[src/rtl/logit_approx_if.sv]
// Handshake bundle for the logit approximation core: y request channel and x result channel.
// The core takes the slave side; the producer/consumer takes the master side.
interface logit_approx_if;
    logic        in_valid;
    logic        in_ready;
    logic [31:0] y_in;
    logic        out_valid;
    logic        out_ready;
    logic [31:0] x_out;
    logic        range_err;
    logic        nan_flag;

    modport slave (
        input  in_valid, y_in, out_ready,
        output in_ready, out_valid, x_out, range_err, nan_flag
    );

    modport master (
        output in_valid, y_in, out_ready,
        input  in_ready, out_valid, x_out, range_err, nan_flag
    );
endinterface

[src/rtl/logit_approx.sv]
// Inverse of the PLAN sigmoid: maps an IEEE-754 y in [0,1] back to x in [-5,+5].
// Multi-cycle FSM, one operation in flight, valid/ready on both sides.
module logit_approx #(
    parameter int          FRAC_BITS = 24,
    parameter logic [31:0] SAT_MAG   = 32'h40A00000
) (
    input  logic          clk,
    input  logic          rst_n,
    logit_approx_if.slave bus_io
);
    localparam int YW = FRAC_BITS + 1;
    localparam int MW = FRAC_BITS + 3;
    localparam int DW = FRAC_BITS + 4;

    localparam logic [DW-1:0] C_HALF  = DW'(1)  << (FRAC_BITS - 1);
    localparam logic [DW-1:0] C_5_8   = DW'(5)  << (FRAC_BITS - 3);
    localparam logic [DW-1:0] C_3_4   = DW'(3)  << (FRAC_BITS - 2);
    localparam logic [DW-1:0] C_27_32 = DW'(27) << (FRAC_BITS - 5);
    localparam logic [DW-1:0] C_59_64 = DW'(59) << (FRAC_BITS - 6);
    localparam logic [DW-1:0] C_MAX   = DW'(5)  << FRAC_BITS;
    localparam logic [YW-1:0] Y_ONE   = YW'(1)  << FRAC_BITS;
    localparam logic [31:0]   NEG_SAT = {1'b1, SAT_MAG[30:0]};
    localparam logic [31:0]   QNAN    = 32'h7FC00000;
    localparam logic [7:0]    MIN_EXP = 8'(127 - FRAC_BITS);

    typedef enum logic [2:0] {
        S_IDLE,
        S_UNPACK,
        S_SEGMENT,
        S_COMPUTE,
        S_NORM,
        S_PACK,
        S_DONE
    } state_t;

    state_t        state_q, state_d;
    logic [31:0]   yIn_q, yIn_d;
    logic [YW-1:0] yFix_q, yFix_d;
    logic          neg_q, neg_d;
    logic [MW-1:0] mag_q, mag_d;
    logic [4:0]    shift_q, shift_d;
    logic          bypass_q, bypass_d;
    logic [31:0]   bypassX_q, bypassX_d;
    logic          rangePend_q, rangePend_d;
    logic          nanPend_q, nanPend_d;
    logic [31:0]   xOut_q, xOut_d;
    logic          rangeErr_q, rangeErr_d;
    logic          nanFlag_q, nanFlag_d;

    logic          ySign;
    logic [7:0]    yExp;
    logic [22:0]   yMant;
    logic          isNan, isNegative, isAboveOne, isTiny;
    logic [YW-1:0] yAligned, yScaled;
    logic [DW-1:0] yExt, mRaw;
    logic [MW-1:0] mClamped;

    assign ySign      = yIn_q[31];
    assign yExp       = yIn_q[30:23];
    assign yMant      = yIn_q[22:0];
    assign isNan      = (yExp == 8'hFF) && (yMant != '0);
    assign isNegative = ySign && (yIn_q[30:0] != '0);
    assign isAboveOne = !ySign && ((yExp > 8'd127) || ((yExp == 8'd127) && (yMant != '0)));
    assign isTiny     = yExp < MIN_EXP;
    assign yAligned   = YW'({1'b1, yMant}) << (FRAC_BITS - 23);
    assign yScaled    = yAligned >> (8'd127 - yExp);

    // Segment slopes are powers of two, so the multiply is a left shift of the offset.
    assign yExt     = DW'(yFix_q);
    assign mRaw     = (yExt < C_3_4)   ? ((yExt - C_HALF)  << 2) :
                      (yExt < C_59_64) ? ((yExt - C_5_8)   << 3) :
                                         ((yExt - C_27_32) << 5);
    assign mClamped = (mRaw > C_MAX) ? C_MAX[MW-1:0] : mRaw[MW-1:0];

    always_comb begin
        state_d     = state_q;
        yIn_d       = yIn_q;
        yFix_d      = yFix_q;
        neg_d       = neg_q;
        mag_d       = mag_q;
        shift_d     = shift_q;
        bypass_d    = bypass_q;
        bypassX_d   = bypassX_q;
        rangePend_d = rangePend_q;
        nanPend_d   = nanPend_q;
        xOut_d      = xOut_q;
        rangeErr_d  = rangeErr_q;
        nanFlag_d   = nanFlag_q;

        case (state_q)
            S_IDLE: begin
                if (bus_io.in_valid) begin
                    yIn_d       = bus_io.y_in;
                    bypass_d    = 1'b0;
                    rangePend_d = 1'b0;
                    nanPend_d   = 1'b0;
                    shift_d     = '0;
                    neg_d       = 1'b0;
                    state_d     = S_UNPACK;
                end
            end
            S_UNPACK: begin
                state_d = S_SEGMENT;
                if (isNan) begin
                    bypass_d  = 1'b1;
                    bypassX_d = QNAN;
                    nanPend_d = 1'b1;
                end else if (isNegative) begin
                    bypass_d    = 1'b1;
                    bypassX_d   = NEG_SAT;
                    rangePend_d = 1'b1;
                end else if (isAboveOne) begin
                    bypass_d    = 1'b1;
                    bypassX_d   = SAT_MAG;
                    rangePend_d = 1'b1;
                end else if (isTiny) begin
                    yFix_d = '0;
                end else begin
                    yFix_d = yScaled;
                end
            end
            S_SEGMENT: begin
                // Below one half, use the sigmoid symmetry and negate the result later.
                state_d = S_COMPUTE;
                if (yFix_q[YW-1:YW-2] == 2'b00) begin
                    yFix_d = Y_ONE - yFix_q;
                    neg_d  = 1'b1;
                end
            end
            S_COMPUTE: begin
                if (bypass_q) begin
                    state_d = S_PACK;
                end else if (yFix_q >= Y_ONE) begin
                    bypass_d  = 1'b1;
                    bypassX_d = neg_q ? NEG_SAT : SAT_MAG;
                    state_d   = S_PACK;
                end else if (mClamped == '0) begin
                    bypass_d  = 1'b1;
                    bypassX_d = '0;
                    state_d   = S_PACK;
                end else begin
                    mag_d   = mClamped;
                    state_d = S_NORM;
                end
            end
            S_NORM: begin
                if (mag_q[MW-1]) begin
                    state_d = S_PACK;
                end else begin
                    mag_d   = mag_q << 1;
                    shift_d = shift_q + 5'd1;
                end
            end
            S_PACK: begin
                xOut_d     = bypass_q ? bypassX_q
                                      : {neg_q, 8'd129 - {3'b000, shift_q}, mag_q[MW-2 -: 23]};
                rangeErr_d = rangePend_q;
                nanFlag_d  = nanPend_q;
                state_d    = S_DONE;
            end
            S_DONE: begin
                if (bus_io.out_ready) begin
                    rangeErr_d = 1'b0;
                    nanFlag_d  = 1'b0;
                    state_d    = S_IDLE;
                end
            end
            default: state_d = S_IDLE;
        endcase
    end

    always_ff @(posedge clk or negedge rst_n) begin
        if (!rst_n) begin
            state_q     <= S_IDLE;
            yIn_q       <= '0;
            yFix_q      <= '0;
            neg_q       <= 1'b0;
            mag_q       <= '0;
            shift_q     <= '0;
            bypass_q    <= 1'b0;
            bypassX_q   <= '0;
            rangePend_q <= 1'b0;
            nanPend_q   <= 1'b0;
            xOut_q      <= '0;
            rangeErr_q  <= 1'b0;
            nanFlag_q   <= 1'b0;
        end else begin
            state_q     <= state_d;
            yIn_q       <= yIn_d;
            yFix_q      <= yFix_d;
            neg_q       <= neg_d;
            mag_q       <= mag_d;
            shift_q     <= shift_d;
            bypass_q    <= bypass_d;
            bypassX_q   <= bypassX_d;
            rangePend_q <= rangePend_d;
            nanPend_q   <= nanPend_d;
            xOut_q      <= xOut_d;
            rangeErr_q  <= rangeErr_d;
            nanFlag_q   <= nanFlag_d;
        end
    end

    // in_ready is gated by reset so the core never advertises idle while held in reset.
    assign bus_io.in_ready  = rst_n && (state_q == S_IDLE);
    assign bus_io.out_valid = (state_q == S_DONE);
    assign bus_io.x_out     = xOut_q;
    assign bus_io.range_err = rangeErr_q;
    assign bus_io.nan_flag  = nanFlag_q;
endmodule
[src/flat_wrapper.sv]
// flat-port wrapper written by rule: the top's interface ports become plain ports
module logit_approx_flat 
#(
    parameter int          FRAC_BITS = 24,
    parameter logic [31:0] SAT_MAG   = 32'h40A00000
)
  (clk, rst_n, bus_io_in_valid, bus_io_y_in, bus_io_out_ready, bus_io_in_ready, bus_io_out_valid, bus_io_x_out, bus_io_range_err, bus_io_nan_flag);
  logit_approx_if bus_io_i ();
  input  logic clk;
  input  logic rst_n;
  input wire logic [$bits(bus_io_i.in_valid)-1:0] bus_io_in_valid;
  input wire logic [$bits(bus_io_i.y_in)-1:0] bus_io_y_in;
  input wire logic [$bits(bus_io_i.out_ready)-1:0] bus_io_out_ready;
  output wire logic [$bits(bus_io_i.in_ready)-1:0] bus_io_in_ready;
  output wire logic [$bits(bus_io_i.out_valid)-1:0] bus_io_out_valid;
  output wire logic [$bits(bus_io_i.x_out)-1:0] bus_io_x_out;
  output wire logic [$bits(bus_io_i.range_err)-1:0] bus_io_range_err;
  output wire logic [$bits(bus_io_i.nan_flag)-1:0] bus_io_nan_flag;
  assign bus_io_i.in_valid = bus_io_in_valid;
  assign bus_io_i.y_in = bus_io_y_in;
  assign bus_io_i.out_ready = bus_io_out_ready;
  assign bus_io_in_ready = bus_io_i.in_ready;
  assign bus_io_out_valid = bus_io_i.out_valid;
  assign bus_io_x_out = bus_io_i.x_out;
  assign bus_io_range_err = bus_io_i.range_err;
  assign bus_io_nan_flag = bus_io_i.nan_flag;
  logit_approx #(.FRAC_BITS(FRAC_BITS), .SAT_MAG(SAT_MAG)) u_core (.clk(clk), .rst_n(rst_n), .bus_io(bus_io_i));
endmodule
[config.mk]
export PLATFORM = sky130hd
export DESIGN_NAME = logit_approx_flat
export DESIGN_NICKNAME = d
export VERILOG_FILES = /design/src/rtl/logit_approx_if.sv /design/src/rtl/logit_approx.sv /design/src/flat_wrapper.sv
export SDC_FILE = /design/constraint.sdc
export NUM_CORES = 1
export LEC_CHECK = 0
export ABC_AREA = 1
export CAP_MARGIN = 20
export CORE_AREA = 3 3 253 131
export DETAILED_ROUTE_END_ITERATION = 10
export DIE_AREA = 0 0 256 134
export GPL_TIMING_DRIVEN = 0
export SYNTH_ARGS = -nofsm -noshare
export SYNTH_HDL_FRONTEND = slang
export SYNTH_SLANG_ARGS = --single-unit
export TNS_END_PERCENT = 1
[constraint.sdc]
create_clock -name clk -period 4.1 [get_ports clk]
set_input_delay 0.82 -clock clk [delete_from_list [all_inputs] [get_ports clk]]
set_output_delay 0.82 -clock clk [all_outputs]
set_load 0.02 [all_outputs]
==> results of run 1 <==
==> kinds of logic after synthesis <==
kind of cell | synth area share, %
simple gates | 34.88
mux | 0.4636
flops | 38.53
compound gates | 15.17
fa+ha+maj | 1.883
buf+inv | 8.663
xor+xnor | 0.4057
==> cells in the mapped netlist (4+ instances only) <==
master     number  area, um^2
nor4_1          8       50.05
buf_1           5       18.77
ha_1           13       162.7
inv_1         100       375.4
nand4_1         9       56.30
mux2i_1         4       40.04
clkbuf_1       42       157.7
dfrtp_1       133        3328
o211ai_1       12       90.09
a21oi_1        47       235.2
nor3_1         11       55.05
nand3_1       121       605.6
buf_6           8       90.09
nand2_4         4       45.04
nor2_1        107       401.6
nor2_2          4       25.02
o21ai_0       130       650.6
a2bb2oi_1       6       52.55
buf_2           7       35.03
nand2_1       430        1614
o22ai_1         5       31.28
a31oi_1        19       118.9
==> worst max-delay path by stage <==
stage	startpoint	end	cells past startpoint
after global placement	rst_n	bus_io_in_ready	4
after CTS	u_core.yFix_q[24]	u_core.mag_q[12]	23
after global routing	u_core.yFix_q[24]	u_core.mag_q[11]	23
after detailed placement	u_core.yFix_q[24]	u_core.mag_q[12]	23
after floorplan	u_core.yFix_q[24]	u_core.mag_q[10]	24
final	u_core.yFix_q[24]	u_core.mag_q[12]	23
==> sequential cells by signal (all words and copies together) (netlist names), 3 cells and up <==
| name | count |
|---|---|
| u_core.bus_io.x_out | 32 |
| u_core.bypassX_q | 4 |
| u_core.mag_q | 26 |
| u_core.shift_q | 5 |
| u_core.state_q | 3 |
| u_core.yFix_q | 25 |
| u_core.yIn_q | 32 |
==> worst register-to-register path: cells and delay by family, from the launching register on <==
| family | cells | cell delay [ns] |
|---|---|---|
| adder cells (fa/ha/maj) | 1 | 0.19 |
| flip-flops | 1 | 0.44 |
| buffers and inverters | 6 | 1.36 |
| AND/OR/NAND/NOR | 15 | 1.50 |
| AO/OA/AOI/OAI | 1 | 0.16 |
==> final cells by class <==
cell class | instances | area, um^2 | area share [%]
clock buffers | 19 | 442.9 | 4.211
plain buffers | 67 | 354.1 | 3.367
clock inverters | 13 | 157.7 | 1.499
repair buffers | 72 | 739.5 | 7.031
well taps | 432 | 540.5 | 5.139
inverters | 105 | 394.1 | 3.747
flip-flops and latches | 133 | 3328 | 31.64
multi-input cells | 967 | 4561 | 43.36
==> stage by stage <==
stage | instance area [um^2] | hold WS (ns)
2_1_floorplan | 8637 | 0.4367
3_3_place_gp | 9888 | 0.4564
3_5_place_dp | 9917 | 0.4633
4_1_cts | 10520 | 0.3275
5_1_grt | 10520 | 0.3630
6_report | 10520 | 0.3243
==> power breakdown <==
group | switching, mW | total (mW) | internal (mW)
sequential | 0.550 | 2.42 | 1.87
combinational | 3.66 | 5.29 | 1.64
clock | 0.681 | 1.61 | 0.929
total | 4.89 | 9.32 | 4.44
==> routing by layer <==
| metal | vias to the layer above | wire length (um) | GRT usage, % |
|---|---|---|---|
| met5 | - | 0 | 0 |
| met1 | 4405 | 17790 | 32.20 |
| met4 | 0 | 424 | 4.520 |
| li1 | 4371 | - | - |
| met2 | 406 | 10070 | 20.26 |
| met3 | 30 | 3757 | 7.376 |
==> out/metrics.csv, run 1 <==
stage,metric,value,unit
run,max_cap_violations,0,
floorplanning,rows,46,
sta,slew_headroom,44.83,%
global_route,grt_max_degree,86,
power,total_power,9.324,mW
floorplanning,die_w,256,um
sta,setup_viol,0,
synthesis,seq_area_frac_synth,38.53,%
global_route,grt_pass1_wl,50.09,mm
sta,finClkSkew,0.01408,ns
sta,period_share,91.45,%
floorplanning,pin_count,72,
detailed_routing,routed_via_density,5.095,
detailed_routing,wirelength,32.05,mm
clock_tree,worstSkewPairLatency,0.45,ns
synthesis,ys.warnings.count,0,
worst_setup_path,crit_type,reg2reg,
floorplanning,coreArea,31250,um^2
cells_and_area,layout-drive-gt1-share,5.596,%
synthesis,ys_ff_latch,133,
cells_and_area,synthToLayoutAreaGrowth,21.77,%
synthesis,synth-async-reset-ratio,100.0,%
clock_tree,hold_buffers,0,
worst_setup_path,rr_worst_depth,23,
detailed_routing,drt_first_pass_iters,5,
sta,fin_ws,0.3506,ns
worst_setup_path,cp.required,4.44,ns
worst_setup_path,cpPeakStageDelay,0.45,ns
placed_design,dp_slack,0.4877,ns
synthesis,synth_area,8637,um^2
worst_setup_path,worst-path-max-fanout,12,
cells_and_area,finalNetCount,1412,
cells_and_area,diodes,0,
worst_setup_path,critPathBufInv,6,
placed_design,placed_cells_incl_taps,1776,
power,ir_worst_vdd,394.8,uV
worst_setup_path,crit_path_start_kind,register,
detailed_routing,wl_per_cell,17.72,um
synthesis,syn_area_per_cell,6.790,um^2
cells_and_area,fillCellCount,3411,
cells_and_area,layout_commonest_cell,nand2_1,
worst_setup_path,path_cells,inv_2 -> buf_4 -> buf_4 -> ha_1 -> nand2_1 -> inv_1 -> nand2_8 -> nand2_8 -> buf_6 -> nand2_1 -> nand3_1 -> nand2_1 -> nand2_1 -> nor2_1 -> nand2_1 -> nor2_1 -> nand2_1 -> nand2_2 -> nand2_1 -> clkbuf_1 -> o21ai_0 -> nand3_1 -> nand2_1,
clock_tree,cts_max_path_buffers,2,
clock_tree,cts_resized,0,
power,p_per_area,886.6,nW/um^2
synthesis,synthCells,1272,
outcome,status,"finished, final reports clean",
worst_setup_path,path_common_cell,nand2_1,
floorplanning,dieArea,34300,um^2
synthesis,synth_edf_count,0,
synthesis,ys_types,45,
detailed_routing,drc,0,
detailed_routing,vias,9212,
clock_tree,cts_buffers,17,
cells_and_area,stdcell_count,1808,
worst_setup_path,path_delay_family,simple AND/OR/NAND/NOR gates,
worst_setup_path,worst-r2r-setup-slack,0.35,ns
cells_and_area,utilization,33.65,%
clock_tree,clk_pin_slew,0.06,ns
synthesis,ys.flop_type,dfrtp_1,
sta,slew_viol_final,0,
global_route,grt_use_total,18.98,%
placed_design,gp_congestion,0.9747,
sta,setup_tns,0,ns
worst_setup_path,cp_slowest_cell,clkbuf_1,
clock_tree,post_cts_buffers,0,
clock_tree,clock-sinks,133,
global_route,antenna_found_initial,0,
synthesis,syn_nets,1321,
clock_tree,root_buffer,clkbuf_16,
worst_setup_path,r2r-end,u_core.mag_q[12],
sta,rsz0062_at_grt,false,
global_route,first_global_vias,8390,
floorplanning,start_util,27.64,%
placed_design,port_buffers,71,
worst_setup_path,reg2reg_from,u_core.yFix_q[24],
clock_tree,cts_tree,built,
power,p_leak,4.840,nW
floorplanning,die_h,134,um
worst_setup_path,worstPathArrival,4.08,ns
global_route,overflow,0,
hold_path,min_path_type,in2async,
cells_and_area,mostFrequentLayoutCells,"nand2_1, dfrtp_1, o21ai_0, nand3_1, nor2_1",
sta,max_freq,0.2667,GHz
worst_setup_path,end_kind,register,
sta,tightest_slew,0.8245,ns
sta,period_needed,3.749,ns
sta,hold_viol,0,
clock_tree,cts_max_level,4,
detailed_routing,drtIter0Drc,1036,
detailed_routing,ant_nets,0,
placed_design,dp_hpwl,25.58,mm
(Power assumes the default switching activity.)
==> run 2: changes to the inputs <==
--- a/config.mk
+++ b/config.mk
@@ -10,7 +10,6 @@
 export CORE_AREA = 3 3 253 131
 export DETAILED_ROUTE_END_ITERATION = 10
 export DIE_AREA = 0 0 256 134
-export GPL_TIMING_DRIVEN = 0
 export SYNTH_ARGS = -nofsm -noshare
 export SYNTH_HDL_FRONTEND = slang
 export SYNTH_SLANG_ARGS = --single-unit
==> run 2 against run 1 <==
Effect of this change:
- first-iteration DRC count decreased by 18%
- utilization fell by 0.54 points
- non-clock buffer count is 47 lower
- largest power group unchanged
- largest cell class unchanged
- clock skew fell by 0.0013 ns
- critical path depth fell by 6
- sequential cell count stayed put
==> out/metrics.csv, run 2 (synthesized netlist as in run 1, its figures left out) <==
stage,metric,value,unit,change
cells_and_area,finalInstanceArea,10350,um^2,-1.6%
detailed_routing,vias,8707,,-5.5%
sta,slew_headroom,29.71,%,-15 points
worst_setup_path,path_delay_family,simple AND/OR/NAND/NOR gates,,
sta,rsz0062_at_grt,false,,
sta,period_share,88.18,%,-3.3 points
sta,tightest_slew,1.052,ns,+0.2273 ns
floorplanning,die_w,256,um,unchanged
detailed_routing,wirelength,28.08,mm,-12%
power,clkPwrFrac,18.2,%,+0.9 points
cells_and_area,fillCellCount,3397,,-0.41%
hold_path,min_path_type,in2async,,
worst_setup_path,worstPathArrival,4.00,ns,-0.08 ns
sta,period_needed,3.616,ns,-0.1339 ns
sta,setup_viol,0,,unchanged
clock_tree,cts_resized,0,,unchanged
outcome,status,"finished, final reports clean",,
run,max_cap_violations,0,,unchanged
detailed_routing,routed_via_density,4.944,,-3.0%
detailed_routing,drt_first_pass_iters,5,,unchanged
clock_tree,clk_pin_slew,0.06,ns,about the same
clock_tree,cts_buffers,17,,unchanged
global_route,first_global_vias,7967,,-5.0%
sta,setup_tns,0,ns,unchanged
floorplanning,rows,46,,unchanged
floorplanning,coreArea,31250,um^2,unchanged
power,p_int,4.398,mW,-0.83%
sta,slew_viol_final,0,,unchanged
worst_setup_path,worst-path-max-fanout,19,,+7
cells_and_area,mostFrequentLayoutCells,"nand2_1, dfrtp_1, o21ai_0, nand3_1, nor2_1",,
worst_setup_path,cpPeakStageDelay,0.44,ns,about the same
power,p_per_area,860.7,nW/um^2,-2.9%
floorplanning,die_h,134,um,unchanged
clock_tree,worstSkewPairLatency,0.45,ns,about the same
clock_tree,post_cts_buffers,0,,unchanged
placed_design,dp_hpwl,21.54,mm,-16%
floorplanning,pin_count,72,,unchanged
clock_tree,cts_max_path_buffers,2,,unchanged
clock_tree,cts_max_level,4,,unchanged
clock_tree,cts_tree,built,,
placed_design,dpl_cell_area,9688,um^2,-2.3%
cells_and_area,synthToLayoutAreaGrowth,19.80,%,
floorplanning,dieArea,34300,um^2,unchanged
detailed_routing,ant_nets,0,,unchanged
worst_setup_path,path_common_cell,nand2_1,,
worst_setup_path,end_kind,register,,
global_route,grt_pass1_wl,45.57,mm,-9.0%
clock_tree,root_buffer,clkbuf_16,,
power,p_leak,4.789,nW,-1.1%
detailed_routing,drc,0,,unchanged
worst_setup_path,path_cells,inv_2 -> buf_4 -> nand2_1 -> inv_1 -> buf_4 -> nand2_1 -> nand2_1 -> nand2_1 -> nor2_1 -> nand2_1 -> nor2_1 -> nand2_1 -> nand2_2 -> nand2_1 -> o21ai_0 -> nand3_1 -> nand2_1,,
clock_tree,hold_buffers,0,,unchanged
worst_setup_path,critPathBufInv,4,,-2
global_route,grt_use_total,16.86,%,-2.1 points
cells_and_area,finalNetCount,1365,,-3.3%
worst_setup_path,crit_type,reg2reg,,
sta,hold_viol,0,,unchanged
worst_setup_path,cp.required,4.48,ns,+0.04 ns
detailed_routing,wl_per_cell,15.94,um,-10%
clock_tree,clock-sinks,133,,unchanged
global_route,overflow,0,,unchanged
global_route,antenna_found_initial,0,,unchanged
placed_design,port_buffers,71,,unchanged
power,ir_worst_vdd,321.2,uV,-19%
worst_setup_path,crit_path_start_kind,register,,
power,comb_power_share,53.4,%,-3.4 points
power,switching_share,50.61,%,-1.8 points
floorplanning,start_util,27.64,%,unchanged
cells_and_area,layout-drive-gt1-share,5.869,%,+0.27 points
power,seqPwrFrac,28.3,%,+2.3 points
power,power_switching,4.508,mW,-7.8%
global_route,grt_max_degree,60,,-30%
worst_setup_path,cp_slowest_cell,dfrtp_1,,
cells_and_area,layout_commonest_cell,nand2_1,,
cells_and_area,diodes,0,,unchanged
placed_design,gp_congestion,0.9366,,-3.9%
sta,max_freq,0.2766,GHz,+3.7%
sta,finClkSkew,0.01277,ns,-0.001314 ns
detailed_routing,drtIter0Drc,851,,-18%
-- run 2: cell count changes in the layout (fill, tap and decap cells not counted), sizes merged --
| cell | previous run | this run |
|---|---|---|
| buf | 27 | 22 |
| clkbuf | 61 | 20 |
| inv | 110 | 107 |
| clkinv | 5 | 7 |
| bufinv | 2 | 3 |
| clkinvlp | 1 | 0 |
-- run 2: per-layer routing --
layer | up-vias | global-route usage [%] | share of wire (%)
li1 | 4262 | - | -
met1 | 4099 | 27.97 | 55
met2 | 316 | 20.03 | 35
met3 | 30 | 4.754 | 8.5
met4 | 0 | 4.425 | 1.1
met5 | - | 0 | 0
-- run 2: through the flow --
step,total power [mW],setup WS [ns],utilization (%),std cells,hold slack (ns)
5_1_grt,9.710,0.1806,33.11,1761,0.2859
3_3_place_gp,7.117,0.5479,31.00,1727,0.4520
6_report,8.906,0.4845,33.11,1761,0.2608
2_1_floorplan,5.710,1.303,-,1272,0.4367
4_1_cts,8.840,0.5922,32.96,1759,0.2643
3_5_place_dp,7.172,0.4753,31.00,1727,0.4620
-- run 2: power groups by stage --
stage               clock [mW]  sequential (mW)  combinational (mW)
finish                    1.62             2.52                4.76
CTS                       1.66             2.51                4.67
floorplan                    0             2.39                3.32
global placement             0             2.52                4.59
detailed placement           0             2.52                4.65
global route              1.72             2.61                5.38
-- run 2: area by class of cell --
class / count / area (um^2) / share of cell area (%)
clock buffer: 20 / 446.7 / 4.317
clock inverter: 12 / 165.2 / 1.596
inverter: 105 / 394.1 / 3.809
multi-input combinational: 967 / 4571 / 44.17
sequential: 133 / 3328 / 32.16
tap: 432 / 540.5 / 5.224
timing repair buffer: 92 / 902.1 / 8.718
-- run 2: worst paths after layout --
check                                     startpoint                    to  slack, ns  cells past startpoint
worst min-delay path                           rst_n     u_core.yFix_q[24]       0.26                      1
min in group clk                u_core.bypassX_q[29]  u_core.bypassX_q[29]       0.47                      2
worst max register to register     u_core.yFix_q[24]       u_core.mag_q[6]       0.48                     17
worst max-delay path               u_core.yFix_q[24]       u_core.mag_q[6]       0.48                     17
worst min register to register  u_core.bypassX_q[29]  u_core.bypassX_q[29]       0.47                      2
max in group asynchronous                      rst_n      u_core.mag_q[21]       2.82                      2
